$ cat src/rtl/debug_instr_loader.sv
// debug_instr_loader: assembles a big-endian byte stream from the debug UART
// into 32-bit words and writes each word into the instruction memory through
// its debug port (address / data / one-cycle write strobe).
//
// Ports:
//   i_clk, i_reset        clock (rising edge) and async active-high reset
//   i_Start               one-cycle pulse, starts a load from IDLE or DONE
//   i_RxDone, i_RxData    received-byte strobe and byte
//   o_DirecDebug          memory write address (0, 4, 8, ...)
//   o_DatoDebug           memory write data
//   o_WriteDebug          memory write strobe (one cycle per word)
//   o_Busy, o_Done        load in progress / load finished
//   o_Overflow            sticky: memory filled without a halt word
//   o_Overrun             sticky: byte arrived while a word was being written
module debug_instr_loader #(
  parameter int unsigned      NBITS     = 32,
  parameter int unsigned      CELDAS    = 256,
  parameter logic [NBITS-1:0] HALT_WORD = {NBITS{1'b1}}
) (
  input  logic             i_clk,
  input  logic             i_reset,
  input  logic             i_Start,
  input  logic             i_RxDone,
  input  logic [7:0]       i_RxData,
  output logic [NBITS-1:0] o_DirecDebug,
  output logic [NBITS-1:0] o_DatoDebug,
  output logic             o_WriteDebug,
  output logic             o_Busy,
  output logic             o_Done,
  output logic             o_Overflow,
  output logic             o_Overrun
);

  localparam int unsigned BYTE_W  = 8;
  localparam int unsigned SHIFT_W = NBITS - BYTE_W;
  localparam int unsigned CNT_W   = 2;
  localparam logic [NBITS-1:0] LAST_ADDR = NBITS'(CELDAS - 4);
  localparam logic [NBITS-1:0] ADDR_STEP = NBITS'(4);
  localparam logic [CNT_W-1:0] LAST_CNT  = CNT_W'(3);

  typedef enum logic [2:0] {
    S_IDLE,
    S_RECV,
    S_SETUP,
    S_STROBE,
    S_HOLD,
    S_DONE
  } state_t;

  state_t             state_q, state_d;
  logic [NBITS-1:0]   addr_q, addr_d;
  logic [NBITS-1:0]   data_q, data_d;
  logic [SHIFT_W-1:0] shift_q, shift_d;
  logic [CNT_W-1:0]   cnt_q, cnt_d;
  logic               write_q, write_d;
  logic               busy_q, busy_d;
  logic               done_q, done_d;
  logic               ovf_q, ovf_d;
  logic               ovr_q, ovr_d;

  // State and datapath registers; every output comes straight from a flop.
  always_ff @(posedge i_clk or posedge i_reset) begin
    if (i_reset) begin
      state_q <= S_IDLE;
      addr_q  <= '0;
      data_q  <= '0;
      shift_q <= '0;
      cnt_q   <= '0;
      write_q <= 1'b0;
      busy_q  <= 1'b0;
      done_q  <= 1'b0;
      ovf_q   <= 1'b0;
      ovr_q   <= 1'b0;
    end else begin
      state_q <= state_d;
      addr_q  <= addr_d;
      data_q  <= data_d;
      shift_q <= shift_d;
      cnt_q   <= cnt_d;
      write_q <= write_d;
      busy_q  <= busy_d;
      done_q  <= done_d;
      ovf_q   <= ovf_d;
      ovr_q   <= ovr_d;
    end
  end

  // Next-state and next-output logic.
  always_comb begin
    state_d = state_q;
    addr_d  = addr_q;
    data_d  = data_q;
    shift_d = shift_q;
    cnt_d   = cnt_q;
    ovf_d   = ovf_q;
    ovr_d   = ovr_q;

    unique case (state_q)
      // Bytes are ignored here; a start always wins over a simultaneous byte.
      S_IDLE, S_DONE: begin
        if (i_Start) begin
          state_d = S_RECV;
          addr_d  = '0;
          cnt_d   = '0;
          shift_d = '0;
          ovf_d   = 1'b0;
          ovr_d   = 1'b0;
        end
      end
      // First byte received ends up as the MSB of the word.
      S_RECV: begin
        if (i_RxDone) begin
          if (cnt_q != LAST_CNT) begin
            shift_d = {shift_q[SHIFT_W-BYTE_W-1:0], i_RxData};
            cnt_d   = cnt_q + CNT_W'(1);
          end else begin
            data_d  = {shift_q, i_RxData};
            cnt_d   = '0;
            state_d = S_SETUP;
          end
        end
      end
      S_SETUP: begin
        if (i_RxDone) ovr_d = 1'b1;
        state_d = S_STROBE;
      end
      S_STROBE: begin
        if (i_RxDone) ovr_d = 1'b1;
        state_d = S_HOLD;
      end
      // The halt word takes priority over the memory-full check.
      S_HOLD: begin
        if (i_RxDone) ovr_d = 1'b1;
        if (data_q == HALT_WORD) begin
          state_d = S_DONE;
        end else if (addr_q == LAST_ADDR) begin
          ovf_d   = 1'b1;
          state_d = S_DONE;
        end else begin
          addr_d  = addr_q + ADDR_STEP;
          state_d = S_RECV;
        end
      end
      default: state_d = S_IDLE;
    endcase

    write_d = (state_d == S_STROBE);
    busy_d  = (state_d == S_RECV) || (state_d == S_SETUP) ||
              (state_d == S_STROBE) || (state_d == S_HOLD);
    done_d  = (state_d == S_DONE);
  end

  assign o_DirecDebug = addr_q;
  assign o_DatoDebug  = data_q;
  assign o_WriteDebug = write_q;
  assign o_Busy       = busy_q;
  assign o_Done       = done_q;
  assign o_Overflow   = ovf_q;
  assign o_Overrun    = ovr_q;

endmodule

$ cat config.mk
export PLATFORM = sky130hd
export DESIGN_NAME = debug_instr_loader
export DESIGN_NICKNAME = d
export VERILOG_FILES = /design/src/rtl/debug_instr_loader.sv
export SDC_FILE = /design/constraint.sdc
export NUM_CORES = 1
export LEC_CHECK = 0
export BUFFER_PORTS_ARGS = -buffer_cell sky130_fd_sc_hd__buf_2
export CORE_UTILIZATION = 48
export DETAILED_ROUTE_END_ITERATION = 8
export GPL_ROUTABILITY_DRIVEN = 0
export PLACE_DENSITY = 0.73
export RECOVER_POWER = 100
export SYNTH_ARGS = -nofsm -noshare
export SYNTH_HDL_FRONTEND = slang
export SYNTH_SLANG_ARGS = --single-unit
$ cat constraint.sdc
create_clock -name i_clk -period 3.1 [get_ports i_clk]
set_clock_uncertainty 0.15 [all_clocks]
set_input_delay 0.62 -clock i_clk [delete_from_list [all_inputs] [get_ports i_clk]]
set_output_delay 0.62 -clock i_clk [all_outputs]
set_load 0.03 [all_outputs]
---- Word level (Yosys, flattened, before mapping) ----
Cells that the tools add are included.
cells by class
  $add $sub $neg .......................... 2
  equality and inequality tests ........... 20
  muxes and demuxes ....................... 24
  bitwise operators ....................... 1
  reductions and logical operators ........ 15
operator list
  operator                 number
  $mux W32                 3
  $mux W24                 3
  $pmux W32 S2             1
  $pmux W24 S2             1
  $add A32 B3 Y32 const B  1
  $eq A32 B32 Y1 const B   1
  $eq A32 B8 Y1 const B    1
  $mux W3                  5
  $pmux W3 S5              1
  $ne A2 B2 Y1 const B     7
  $eq A3 B2 Y1 const B     4
  $eq A3 B3 Y1 const B     4
  $reduce_and A4 Y1        3
  $reduce_and A3 Y1        3
  $eq A3 B1 Y1 const B     2
  $mux W2                  3
  $reduce_bool A2 Y1       3
  $mux W1                  4
  $pmux W1 S2              2
  $pmux W2 S2              1
  $logic_not A3 Y1         1
  $logic_or A1 B1 Y1       3
  $reduce_or A3 Y1         1
  $add A2 B1 Y2 const B    1
  other kinds (3)          3
word-level totals
  register bits after elaboration ......... 98
  input port bits ......................... 12
  output and inout bits ................... 69
  logic and storage cells ................. 72

---- Logic depth before layout (Yosys ltp) ----
Gate-level depths: netlist of run 1.
  depth in word-level cells ............... 8
  depth in mapped cells ................... 9
  mapped depth without buffers ............ 6

---- Worst setup path after synthesis of run 1 ----
Ideal clock, no wire load.
  path type ............................... input-to-reg
  start point ............................. input port i_Start
  end point ............................... register addr_q[9] (netlist: o_DirecDebug[9])
  library setup time ...................... 0.078 ns
  arrival time ............................ 2.299 ns
  required time ........................... 2.872 ns
  setup slack ............................. 0.573 ns
  stages on the path ...................... 7
  buffers on the path ..................... 2
  cells stage by stage .................... buf_2 -> nor2b_1 -> nor2_2 -> a2111o_1 -> clkbuf_1 -> or4_1 -> a21oi_1
on the way
  word-level cells in the longest chain between the ends .. 2
ends and longest elaborated chain
  what                                line  RTL
  from (decl)                         22    input logic i_Start,
  $ne A2 B2 Y1 (no source line)       --
  $reduce_and A4 Y1 (no source line)  --
  to (signal assigned)                76    addr_q <= addr_d;
  to (decl)                           51    logic [NBITS-1:0] addr_q, addr_d;
Every way passes these cells.
A chain may end at the register's enable or synchronous reset.

---- Worst setup path in the final report of run 1 ----
  start point ............................. register addr_q[10] (netlist: o_DirecDebug[10])
  end point ............................... register addr_q[31] (netlist: o_DirecDebug[31])
on the way
  word-level cells in the longest chain between the ends .. 4
  elaborated cells on any way between the ends .. 7
  classes of those cells .................. add/sub: 1; eq/ne: 2; mux: 3; reduce/logical: 1
ends and longest elaborated chain
  what             line  RTL
  $add A32 B3 Y32  140   addr_d = addr_q + ADDR_STEP;
  $mux W32         136   end else if (addr_q == LAST_ADDR) begin
  $mux W32         134   if (data_q == HALT_WORD) begin
  $pmux W32 S2     98    unique case (state_q)
Parallel ways exist; a longest one is shown, timed or not. The select of a mux whose other input is x is not followed.

==> summary.md, run 1 <==
| Metric | Value |
|---|---|
| Outcome | `finished with violations` |
| Failing checks | `max-capacitance violations, max-slew violations` |
| MaxCap Viol Count | `1` |
| Residual DRC | `0` |
| DRT iter0 DRCs | `232` |
| Syn avg cell area | `10.3 um2` |
| Util after Layout | `56.0%` |
| First-pass GRT wire length | `17.1 mm` |
| Hold Path Class | `input port to flop` |
| Placed Instances | `637` |
| Leak | `0.00220 uW` |
| Sequential share of the synthesized area | `51.9%` |
| Initial Utilization | `49.9%` |
| Clock transition at path regs | `0.12 ns` |
| GRT busiest layer | `met2` |
| Synth Area in Compound Gates | `13.0%` |
| Vias in the first global route | `3441` |
| Via/cell ratio | `5.67` |
| Syn Inst Count | `448` |
| Adder-Cell Fraction of Synth Area | `0.540%` |
| Synth cell count leaders | `96 x dfrtp_1, 73 x nand2_1, 32 x mux2_2` |
| Grt ovf | `0` |
| Crit path cell chain | `nor4_1 -> nand4_1 -> o41ai_2 -> a2111o_1 -> buf_4 -> nor4b_1 -> mux2i_1` |
| DRT Wirelength | `10.4 mm` |
| CTS Hold Bufs | `0` |
| Post-synth top area share | `51.9%` |
| EDFF count, synth | `0` |
| HPWL Detailed | `7.25 mm` |
| CTS tree | `built` |
| Hold Path Origin | `i_RxData[3]` |
| Multiplexer share of the synthesized area | `8.43%` |
| Antenna violations before repair | `0` |
| R2R Path End | `o_DirecDebug[31]` |
| Cell Area, Synth | `0.00463 mm2` |
| Clock tree buffer depth | `2` |
| Final min period | `2.73 ns` |
| FF-to-FF path depth | `7` |
| Number of synthesized register bits | `96` |
| Synth cell types | `49` |
| DRT Pass-1 Iters | `5` |
| CP required | `3.19 ns` |
| Power Total | `4070 uW` |
| Wire per inst | `15.9 um` |
| Final worst-path cycle share | `87.9%` |
| Setup crit end kind | `flop` |
| I/O pin count | `81` |
| Row cnt | `35` |
| Pin count of the biggest net entering global routing | `49` |
| Hold Fails Final Rpt | `0` |
| Worst reg2reg path startpoint | `o_DirecDebug[10]` |
| Clk root buf | `clkbuf_8` |
| Startpoint Class | `flop` |
| Synth warn | `0` |
| Main synth FF type | `dfrtp_1` |
| Fin Setup TNS | `0 ns` |
| Clock sinks | `96` |
| P&R area growth vs syn | `12.3%` |
| RSZ-0062 raised after global routing | `false` |
| Die area | `0.0100 mm2` |
| Slowest library cell on the worst path | `dfrtp_1` |
| Reg-to-reg setup timing slack | `0.37 ns` |
| Routed vias | `3703` |
| Total CTS buffers | `9` |
| Post-synthesis simple-gate area fraction | `20.2%` |
| Cells on Worst Hold Path | `3` |
| Worst-path fanout max | `39` |
| Fin area | `0.00520 mm2` |
| Xor and xnor area share after synthesis | `1.89%` |
| Slew @ Worst Pin | `1.63 ns` |
| Share of layout cells above drive strength 1 | `14.9%` |
| Post-CTS setup buffers | `0` |
| Max-slew violations | `35` |
| Met2 Track Usage GR | `32.7%` |
| Largest family of logic cells by synthesized area | `simple AND/OR/NAND/NOR gates` |
| CTS resizes | `0` |
| Crit Path Category | `flop to flop` |
| Synth top area cells | `dfrtp_1 52%, mux2_2 7.8%, nand2_1 5.9%, o21ai_0 3.4%, or4_1 2.4%` |
| Post-route insts no fill | `653` |
| Final setup fails | `0` |
| Total track usage | `21.8%` |
| Pwr dens | `782 mW/mm2` |
| CP arrival | `2.82 ns` |
| Peak supply drop | `0.000554 V` |
| Hold endpoint | `shift_q[3]` |
| Diode count | `0` |
| FMAX | `367 MHz` |
| Core Footprint | `0.00928 mm2` |
| Async SR Flop Fraction | `100%` |
| Biggest area consumer among synthesized cells | `dfrtp_1` |
| Top-count cell post-synth | `dfrtp_1` |
| Buffers added on ports | `78` |
| Slew HR | `-9.58%` |
| Max stage delay on crit path | `0.48 ns` |
| H-tree level count | `3` |
| Global-route met1 utilization | `30.8%` |
| Die X-Extent | `100 um` |
| Final #Nets | `533` |
| M3 GR Usage | `4.94%` |
| Post-DRT Antenna Nets | `0` |
| Clock Latency Late Sink | `0.38 ns` |
| Cell area after placement | `0.00517 mm2` |
| Die H | `100 um` |
==> worst max path at each step <==
stage / startpoint / endpoint / cells past startpoint
floorplan: i_Start / o_DirecDebug[9] / 7
global placement: i_Start / o_DirecDebug[26] / 7
detailed placement: i_Start / o_DirecDebug[26] / 7
CTS: o_DirecDebug[10] / o_DirecDebug[23] / 7
global route: state_q[0] / shift_q[12] / 7
finish: o_DirecDebug[10] / o_DirecDebug[31] / 7
==> metal layers <==
layer	routed length (um)	vias to the layer above
met3	520	12
met2	4770	107
met1	4920	1822
li1	-	1762
met4	160	0
met5	0	-
==> critical path, delay by kind of cell (launching register included) <==
family                 cells  cell delay, ns
buffers and inverters      1            0.32
AOI/OAI and AO/OA          2            0.66
and+or+nand+nor            3            0.84
DFF                        1            0.48
muxes                      1            0.14
==> kinds of logic after synthesis <==
| group | count (synthesis) |
|---|---|
| adder cells (fa/ha/maj) | 2 |
| other | 1 |
| AO/OA/AOI/OAI | 84 |
| AND/OR/NAND/NOR | 178 |
| buffers and inverters | 42 |
| flip-flops | 96 |
| XOR/XNOR | 10 |
| multiplexers | 35 |
==> registers in the layout, summed over array words and instances, names as in the netlist <==
signal and cells:
o_WriteDebug 1, o_DatoDebug 32, state_q 3, o_Busy 1, cnt_q 2, o_DirecDebug 30
o_Overflow 1, o_Done 1, shift_q 24, o_Overrun 1
==> area by class of cell <==
type	count	area (um2)
Fill cell	875	4090
Sequential cell	96	2400
Clock buffer	9	124
Timing Repair Buffer	90	397
Inverter	11	42.5
Clock inverter	7	81.3
Tap cell	129	161
Multi-Input combinational cell	311	1990
==> power by group <==
part | leakage, uW | switching (uW) | internal [uW] | total [uW]
clock | 0.000104 | 507 | 324 | 831
sequential | 0.00128 | 250 | 1570 | 1820
combinational | 0.000813 | 1010 | 410 | 1420
total | 0.00220 | 1760 | 2300 | 4070
==> per-stage QoR <==
stage / hold WS, ns / setup slack (ns)
floorplan: 0.296 / 0.573
global placement: 0.311 / 0.415
global route: 0.320 / 0.221
detailed placement: 0.320 / 0.343
finish: 0.326 / 0.374
CTS: 0.253 / 0.400
==> placed cells by master (no fill, tap or decap), types with 3 or more instances in the layout <==
cell,count
nor3_1,6
inv_1,10
buf_2,10
o31ai_1,14
clkbuf_8,9
buf_4,7
clkbuf_2,3
dfrtp_1,96
and3_1,3
a2111oi_0,8
clkbuf_1,69
mux2i_1,3
a21oi_1,19
nand4b_1,3
nand4_1,16
nand3_1,11
nor2_1,19
o21ai_0,31
mux2_2,32
nand2_1,73
or4_1,16
xnor2_1,10
nand2b_1,5
or3_1,4
nor4_1,9
(Power assumes the default switching activity.)
==> run 2, diff against run 1 <==
--- a/config.mk
+++ b/config.mk
@@ -6,6 +6,7 @@
 export NUM_CORES = 1
 export LEC_CHECK = 0
 export BUFFER_PORTS_ARGS = -buffer_cell sky130_fd_sc_hd__buf_2
+export CAP_MARGIN = 20
 export CORE_UTILIZATION = 48
 export DETAILED_ROUTE_END_ITERATION = 8
 export GPL_ROUTABILITY_DRIVEN = 0
==> constraint.sdc (replaced) <==
create_clock -name i_clk -period 2.5 [get_ports i_clk]
set_clock_uncertainty 0.15 [all_clocks]
set_input_delay 0.5 -clock i_clk [delete_from_list [all_inputs] [get_ports i_clk]]
set_output_delay 0.5 -clock i_clk [all_outputs]
set_load 0.03 [all_outputs]
==> run 2 against run 1 <==
  * The flow now finishes without violations
  * Register-to-register slack worse by 0.31 ns
  * Utilization rose by 3.2 points
  * Non-clock buffer count rose by 27
  * Worst setup slack lost 0.31 ns
  * Sequential share of layout area decreased by 2.4 points
  * Via count up 1.9%
==> summary.md, run 2 (synthesis gave the netlist of run 1 again) <==
| Metric | Value |
|---|---|
| Final worst-path cycle share | `97.4% (was 87.9%)` |
| Share of layout cells above drive strength 1 | `22.1% (was 14.9%)` |
| Die X-Extent | `100 um (unchanged)` |
| Max stage delay on crit path | `0.54 ns (was 0.48 ns)` |
| CTS Hold Bufs | `0 (unchanged)` |
| Metal2 WL | `4.96 mm (was 4.77 mm)` |
| MaxCap Viol Count | `0 (was 1)` |
| Crit path cell chain | `nor4_2 -> buf_4 -> nand4_1 -> o41ai_2 -> a2111o_1 -> buf_12 -> or4_1 -> a21oi_2 (was nor4_1 -> nand4_1 -> o41ai_2 -> a2111o_1 -> buf_4 -> nor4b_1 -> mux2i_1)` |
| Die area | `0.0100 mm2 (unchanged)` |
| Met1 WL | `5.08 mm (was 4.92 mm)` |
| FF-to-FF path depth | `8 (was 7)` |
| Pin count of the biggest net entering global routing | `97 (was 49)` |
| Via/cell ratio | `5.55 (was 5.67)` |
| HPWL Detailed | `7.40 mm (was 7.25 mm)` |
| CP required | `2.63 ns (was 3.19 ns)` |
| Slew HR | `13.0% (was -9.58%)` |
| Slowest library cell on the worst path | `or4_1 (was dfrtp_1)` |
| Antenna violations before repair | `0 (unchanged)` |
| Die H | `100 um (unchanged)` |
| Max reg flops | `32 (unchanged)` |
| Fin Setup TNS | `0 ns (unchanged)` |
| Buffers added on ports | `78 (unchanged)` |
| Worst reg2reg path startpoint | `o_DirecDebug[11] (was o_DirecDebug[10])` |
| Startpoint Class | `flop (unchanged)` |
| Most frequent cells in the layout | `92 x dfrtp_1, 73 x nand2_1, 66 x clkbuf_1 (was 96 x dfrtp_1, 73 x nand2_1, 69 x clkbuf_1)` |
| R2R Path End | `o_DirecDebug[12] (was o_DirecDebug[31])` |
| Final #Nets | `560 (was 533)` |
| Clk pwr share | `19.5% (was 20.4%)` |
| CP arrival | `2.57 ns (was 2.82 ns)` |
| Vias in the first global route | `3550 (was 3441)` |
| Total CTS buffers | `9 (unchanged)` |
| Clk root buf | `clkbuf_8 (unchanged)` |
| Grt ovf | `0 (unchanged)` |
| Slew @ Worst Pin | `1.30 ns (was 1.63 ns)` |
| Pwr dens | `942 mW/mm2 (was 782 mW/mm2)` |
| Final min period | `2.43 ns (was 2.73 ns)` |
| Outcome | `finished, final reports clean (was finished with violations)` |
| Leak | `0.00235 uW (was 0.00220 uW)` |
| Reg-to-reg setup timing slack | `0.07 ns (was 0.37 ns)` |
| Clock sinks | `96 (unchanged)` |
| DRT iter0 DRCs | `218 (was 232)` |
| H-tree level count | `3 (unchanged)` |
| Crit path max-delay family | `simple AND/OR/NAND/NOR gates (unchanged)` |
| Residual DRC | `0 (unchanged)` |
| Post-DRT Antenna Nets | `0 (unchanged)` |
| Clock tree buffer depth | `2 (unchanged)` |
| Critical path startpoint | `o_DirecDebug[11] (was o_DirecDebug[10])` |
| P&R area growth vs syn | `18.6% (was 12.3%)` |
| Bufs and invs on worst path | `2 (was 1)` |
| First-pass GRT wire length | `17.7 mm (was 17.1 mm)` |
| DRT Wirelength | `10.7 mm (was 10.4 mm)` |
| Clock transition at path regs | `0.11 ns (was 0.12 ns)` |
| Routed vias | `3774 (was 3703)` |
| Setup crit end kind | `flop (unchanged)` |
| Metal3 WL | `550 um (was 520 um)` |
| Hold Path Class | `input port to flop (unchanged)` |
| Wire per inst | `15.7 um (was 15.9 um)` |
| Core Footprint | `0.00928 mm2 (unchanged)` |
| CTS tree | `built (unchanged)` |
| Crit Path Category | `flop to flop (unchanged)` |
| Max-slew violations | `0 (was 35)` |
| Worst-path fanout max | `39 (unchanged)` |
| Final setup margin | `0.0655 ns (was 0.374 ns)` |
| Hold Fails Final Rpt | `0 (unchanged)` |
| DRT Pass-1 Iters | `4 (was 5)` |
| I/O pin count | `81 (unchanged)` |
| Most common cell after layout, fill and taps aside | `dfrtp_1 (unchanged)` |
| Cell internal pwr | `2970 uW (was 2300 uW)` |
| Clock Latency Late Sink | `0.36 ns (was 0.38 ns)` |
| Psw | `2210 uW (was 1760 uW)` |
| Final setup fails | `0 (unchanged)` |
| FMAX | `411 MHz (was 367 MHz)` |
| Total track usage | `22.4% (was 21.8%)` |
| Initial Utilization | `49.9% (unchanged)` |
| Peak supply drop | `0.000751 V (was 0.000554 V)` |
| Switching Fraction | `42.7% (was 43.3%)` |
| Diode count | `0 (unchanged)` |
| Row cnt | `35 (unchanged)` |
| Gate power share | `36.9% (was 34.8%)` |
| Top Metal Used | `met4 (unchanged)` |
| Flop pwr share | `43.5% (was 44.8%)` |
| Crit. path cell count | `8 (was 7)` |
| Critical Path Sink | `o_DirecDebug[12] (was o_DirecDebug[31])` |
| Pre-CTS WS | `0.00315 ns (was 0.343 ns)` |
==> run 2: cell types whose count changed in the layout (fill, tap and decap cells not counted), moves of 3 or more <==
cell / change
buf_4: +23
clkbuf_1: -3
a2111oi_2: +5
buf_2: +4
dfrtp_2: +4
dfrtp_1: -4
a21oi_2: +3
a21oi_1: -3
a2111oi_0: -7
==> run 2: layer usage <==
layer	up-vias	track usage, %
met1	1853	32.6
met2	97	34.0
met3	6	4.32
met4	0	7.02
met5	-	0
li1	1818	-
==> run 2: worst register-to-register path: cells and delay by family (launching register included) <==
kind | cells | cell delay [ns]
buffers and inverters | 2 | 0.33
AND/OR/NAND/NOR | 3 | 0.75
AO/OA/AOI/OAI | 3 | 0.71
flip-flops | 1 | 0.43
==> run 2: power groups by stage <==
stage | registers, uW | clock network, uW | logic [uW]
detailed placement | 2270 | 0 | 1980
floorplan | 2640 | 0 | 969
global placement | 2250 | 0 | 1930
global route | 2310 | 1090 | 2100
finish | 2250 | 1010 | 1910
CTS | 2250 | 1030 | 2010
==> run 2: worst min path at each step <==
| stage | startpoint | endpoint | slack (ns) | depth (start not counted) |
|---|---|---|---|---|
| after floorplan | shift_q[16] | shift_q[16] | 0.30 | 2 |
| after global placement | shift_q[19] | shift_q[19] | 0.31 | 2 |
| after detailed placement | shift_q[18] | shift_q[18] | 0.32 | 2 |
| after CTS | i_reset | o_DirecDebug[25] | 0.14 | 3 |
| after global routing | i_RxData[0] | o_DatoDebug[0] | 0.21 | 2 |
| final | i_RxData[3] | shift_q[3] | 0.22 | 3 |
==> run 2: final cells by class <==
| class | instances | area, um2 |
|---|---|---|
| Clock buffer | 10 | 138 |
| Clock inverter | 6 | 58.8 |
| Fill cell | 837 | 3790 |
| Inverter | 11 | 42.5 |
| Multi-Input combinational cell | 311 | 2060 |
| Sequential cell | 96 | 2410 |
| Tap cell | 129 | 161 |
| Timing Repair Buffer | 117 | 626 |
==> run 2: what timing repair did <==
| item | in CTS | in global routing |
|---|---|---|
| pin swaps | 0 | 1 |
| gates cloned | 0 | 0 |
| setup buffers | 2 | 2 |
| endpoints found under the setup margin | 1 | 29 |
| resized for setup | 0 | 11 |
==> run 2: stage by stage <==
stage | instance area, um2 | util (%) | std cells | power [uW] | hold WS (ns)
final | 5490 | 59.2 | 680 | 5180 | 0.222
after floorplan | 4640 | - | 449 | 3610 | 0.296
after global placement | 5360 | 57.7 | 660 | 4180 | 0.312
after global routing | 5490 | 59.2 | 680 | 5490 | 0.208
after detailed placement | 5360 | 57.7 | 660 | 4250 | 0.318
after CTS | 5580 | 60.1 | 678 | 5290 | 0.137
==> run 3, diff against run 2 <==
--- a/config.mk
+++ b/config.mk
@@ -7,10 +7,10 @@
 export LEC_CHECK = 0
 export BUFFER_PORTS_ARGS = -buffer_cell sky130_fd_sc_hd__buf_2
 export CAP_MARGIN = 20
-export CORE_UTILIZATION = 48
+export CORE_UTILIZATION = 51
 export DETAILED_ROUTE_END_ITERATION = 8
 export GPL_ROUTABILITY_DRIVEN = 0
-export PLACE_DENSITY = 0.73
+export PLACE_DENSITY = 0.77
 export RECOVER_POWER = 100
 export SYNTH_ARGS = -nofsm -noshare
 export SYNTH_HDL_FRONTEND = slang
==> run 3 against run 2 <==
  * Critical path depth shrank 1
  * Fmax up 0.71%
  * Register-to-register slack improved by 0.02 ns
  * Via count up 1.3%
  * Sequential share of layout area is 0.76 points higher
  * Worst setup slack improved by 0.017 ns
  * Total power increased by 1.2%
  * Utilization is 2.3 points higher
  * Largest cell class unchanged
  * Non-clock buffer count down 10
  * Worst hold slack worse by 0.020 ns
==> summary.md, run 3 (synthesis gave the netlist of run 1 again) <==
| Metric | Value |
|---|---|
| CTS tree | `built (unchanged)` |
| DRT Wirelength | `10.7 mm (about the same)` |
| Clock sinks | `96 (unchanged)` |
| Power Total | `5240 uW (was 5180 uW)` |
| Residual DRC | `0 (unchanged)` |
| Max stage delay on crit path | `0.53 ns (was 0.54 ns)` |
| Total track usage | `23.4% (was 22.4%)` |
| DRT Pass-1 Iters | `4 (unchanged)` |
| Final min period | `2.42 ns (was 2.43 ns)` |
| H-tree level count | `3 (unchanged)` |
| Clock transition at path regs | `0.10 ns (was 0.11 ns)` |
| MaxCap Viol Count | `0 (unchanged)` |
| Most frequent cells in the layout | `96 x dfrtp_1, 73 x nand2_1, 69 x clkbuf_1 (was 92 x dfrtp_1, 73 x nand2_1, 66 x clkbuf_1)` |
| Leak | `0.00230 uW (was 0.00235 uW)` |
| Met1 WL | `4.81 mm (was 5.08 mm)` |
| Crit Path Category | `flop to flop (unchanged)` |
| Placed Instances | `633 (was 660)` |
| Antenna violations before repair | `0 (unchanged)` |
| Slowest library cell on the worst path | `or4_1 (unchanged)` |
| Final setup fails | `0 (unchanged)` |
| Share of layout cells above drive strength 1 | `19.2% (was 22.1%)` |
| Total CTS buffers | `9 (unchanged)` |
| Die area | `0.00946 mm2 (was 0.0100 mm2)` |
| Routed vias | `3823 (was 3774)` |
| Most common cell after layout, fill and taps aside | `dfrtp_1 (unchanged)` |
| Final setup margin | `0.0827 ns (was 0.0655 ns)` |
| Hold Fails Final Rpt | `0 (unchanged)` |
| Post-CTS setup buffers | `0 (was 2)` |
| Clk root buf | `clkbuf_8 (unchanged)` |
| Max-slew violations | `0 (unchanged)` |
| Worst-path fanout max | `39 (unchanged)` |
| First-pass GRT wire length | `17.7 mm (unchanged)` |
| Hold Path Class | `input port to flop (unchanged)` |
| Initial Utilization | `52.8% (was 49.9%)` |
| Buffers added on ports | `78 (unchanged)` |
| Pwr dens | `972 mW/mm2 (was 942 mW/mm2)` |
| Clock tree buffer depth | `2 (unchanged)` |
| Setup crit end kind | `flop (unchanged)` |
| Peak supply drop | `0.000768 V (was 0.000751 V)` |
| Final #Nets | `550 (was 560)` |
| HPWL Detailed | `7.50 mm (was 7.40 mm)` |
| Multi-input logic area | `0.00207 mm2 (was 0.00206 mm2)` |
| Row cnt | `34 (was 35)` |
| Pre-CTS WS | `0.0908 ns (was 0.00315 ns)` |
| Core Footprint | `0.00876 mm2 (was 0.00928 mm2)` |
| Top Metal Used | `met4 (unchanged)` |
| Post-DRT Antenna Nets | `0 (unchanged)` |
| Sequential cell area | `0.00240 mm2 (was 0.00241 mm2)` |
| Slew HR | `17.6% (was 13.0%)` |
| Slew @ Worst Pin | `1.23 ns (was 1.30 ns)` |
| Via/cell ratio | `5.89 (was 5.55)` |
| DRT iter0 DRCs | `273 (was 218)` |
| I/O pin count | `81 (unchanged)` |
| Fin Setup TNS | `0 ns (unchanged)` |
| Outcome | `finished, final reports clean (unchanged)` |
| FMAX | `414 MHz (was 411 MHz)` |
| Metal2 WL | `5.18 mm (was 4.96 mm)` |
| Vias in the first global route | `3624 (was 3550)` |
| Final worst-path cycle share | `96.7% (was 97.4%)` |
| Clock Latency Late Sink | `0.38 ns (was 0.36 ns)` |
| Post-route insts no fill | `649 (was 680)` |
| P&R area growth vs syn | `16.3% (was 18.6%)` |
| Die H | `97.3 um (was 100 um)` |
| Grt ovf | `0 (unchanged)` |
| Diode count | `0 (unchanged)` |
| Fill cells | `736 (was 837)` |
| CP required | `2.67 ns (was 2.63 ns)` |
| Crit path cell chain | `and4_4 -> nand2_1 -> o41ai_2 -> a2111o_1 -> buf_12 -> or4_1 -> a21oi_2 (was nor4_2 -> buf_4 -> nand4_1 -> o41ai_2 -> a2111o_1 -> buf_12 -> or4_1 -> a21oi_2)` |
| Pin count of the biggest net entering global routing | `49 (was 97)` |
| CP arrival | `2.59 ns (was 2.57 ns)` |
| Die X-Extent | `97.3 um (was 100 um)` |
| Metal3 WL | `566 um (was 550 um)` |
| Wire per inst | `16.5 um (was 15.7 um)` |
| Util after Layout | `61.5% (was 59.2%)` |
| Startpoint Class | `flop (unchanged)` |
| Max reg flops | `32 (unchanged)` |
==> run 3: cell type report <==
type / instances / share of cell area (%)
clock buffers: 9 / 2.30
clock inverters: 7 / 1.72
inverters: 11 / 0.790
multi-input cells: 311 / 38.4
flip-flops and latches: 96 / 44.6
well taps: 108 / 2.51
repair buffers: 107 / 9.68
==> run 3: report_power, final <==
part / internal [uW] / switching [uW]
sequential: 1950 / 298
clock: 495 / 612
combinational: 558 / 1330
==> run 3: final timing paths <==
| kind | start | to | slack (ns) | depth (start not counted) |
|---|---|---|---|---|
| min in group asynchronous | i_reset | o_DatoDebug[15] | 0.21 | 2 |
| setup reg to reg | o_DirecDebug[6] | o_DirecDebug[17] | 0.08 | 7 |
| max in group asynchronous | i_reset | o_DatoDebug[20] | 0.49 | 3 |
| hold / removal | i_RxData[1] | shift_q[1] | 0.20 | 3 |
| setup / recovery | o_DirecDebug[6] | o_DirecDebug[17] | 0.08 | 7 |
| hold reg to reg | shift_q[18] | shift_q[18] | 0.34 | 2 |
==> run 3: what timing repair did <==
item	in CTS	in global routing
hold buffers	0	0
endpoints found under the setup margin	0	4
gates resized for setup	0	5
==> run 3: through the flow <==
step / hold slack (ns) / instance area (um2)
after floorplan: 0.296 / 4640
final: 0.201 / 5390
after global placement: 0.311 / 5270
after detailed placement: 0.320 / 5270
after CTS: 0.0607 / 5490
after global routing: 0.194 / 5390
==> run 3: metal layers <==
metal / track usage, % / vias to the layer above
li1: - / 1817
met1: 31.9 / 1898
met2: 37.2 / 93
met3: 4.46 / 15
met4: 9.05 / 0
met5: 0 / -
==> run 3: critical path, delay by kind of cell, from the launching register on <==
kind	cells	cell delay, ns
and+or+nand+nor	3	0.88
AOI/OAI and AO/OA	3	0.71
DFF	1	0.43
buffers and inverters	1	0.19
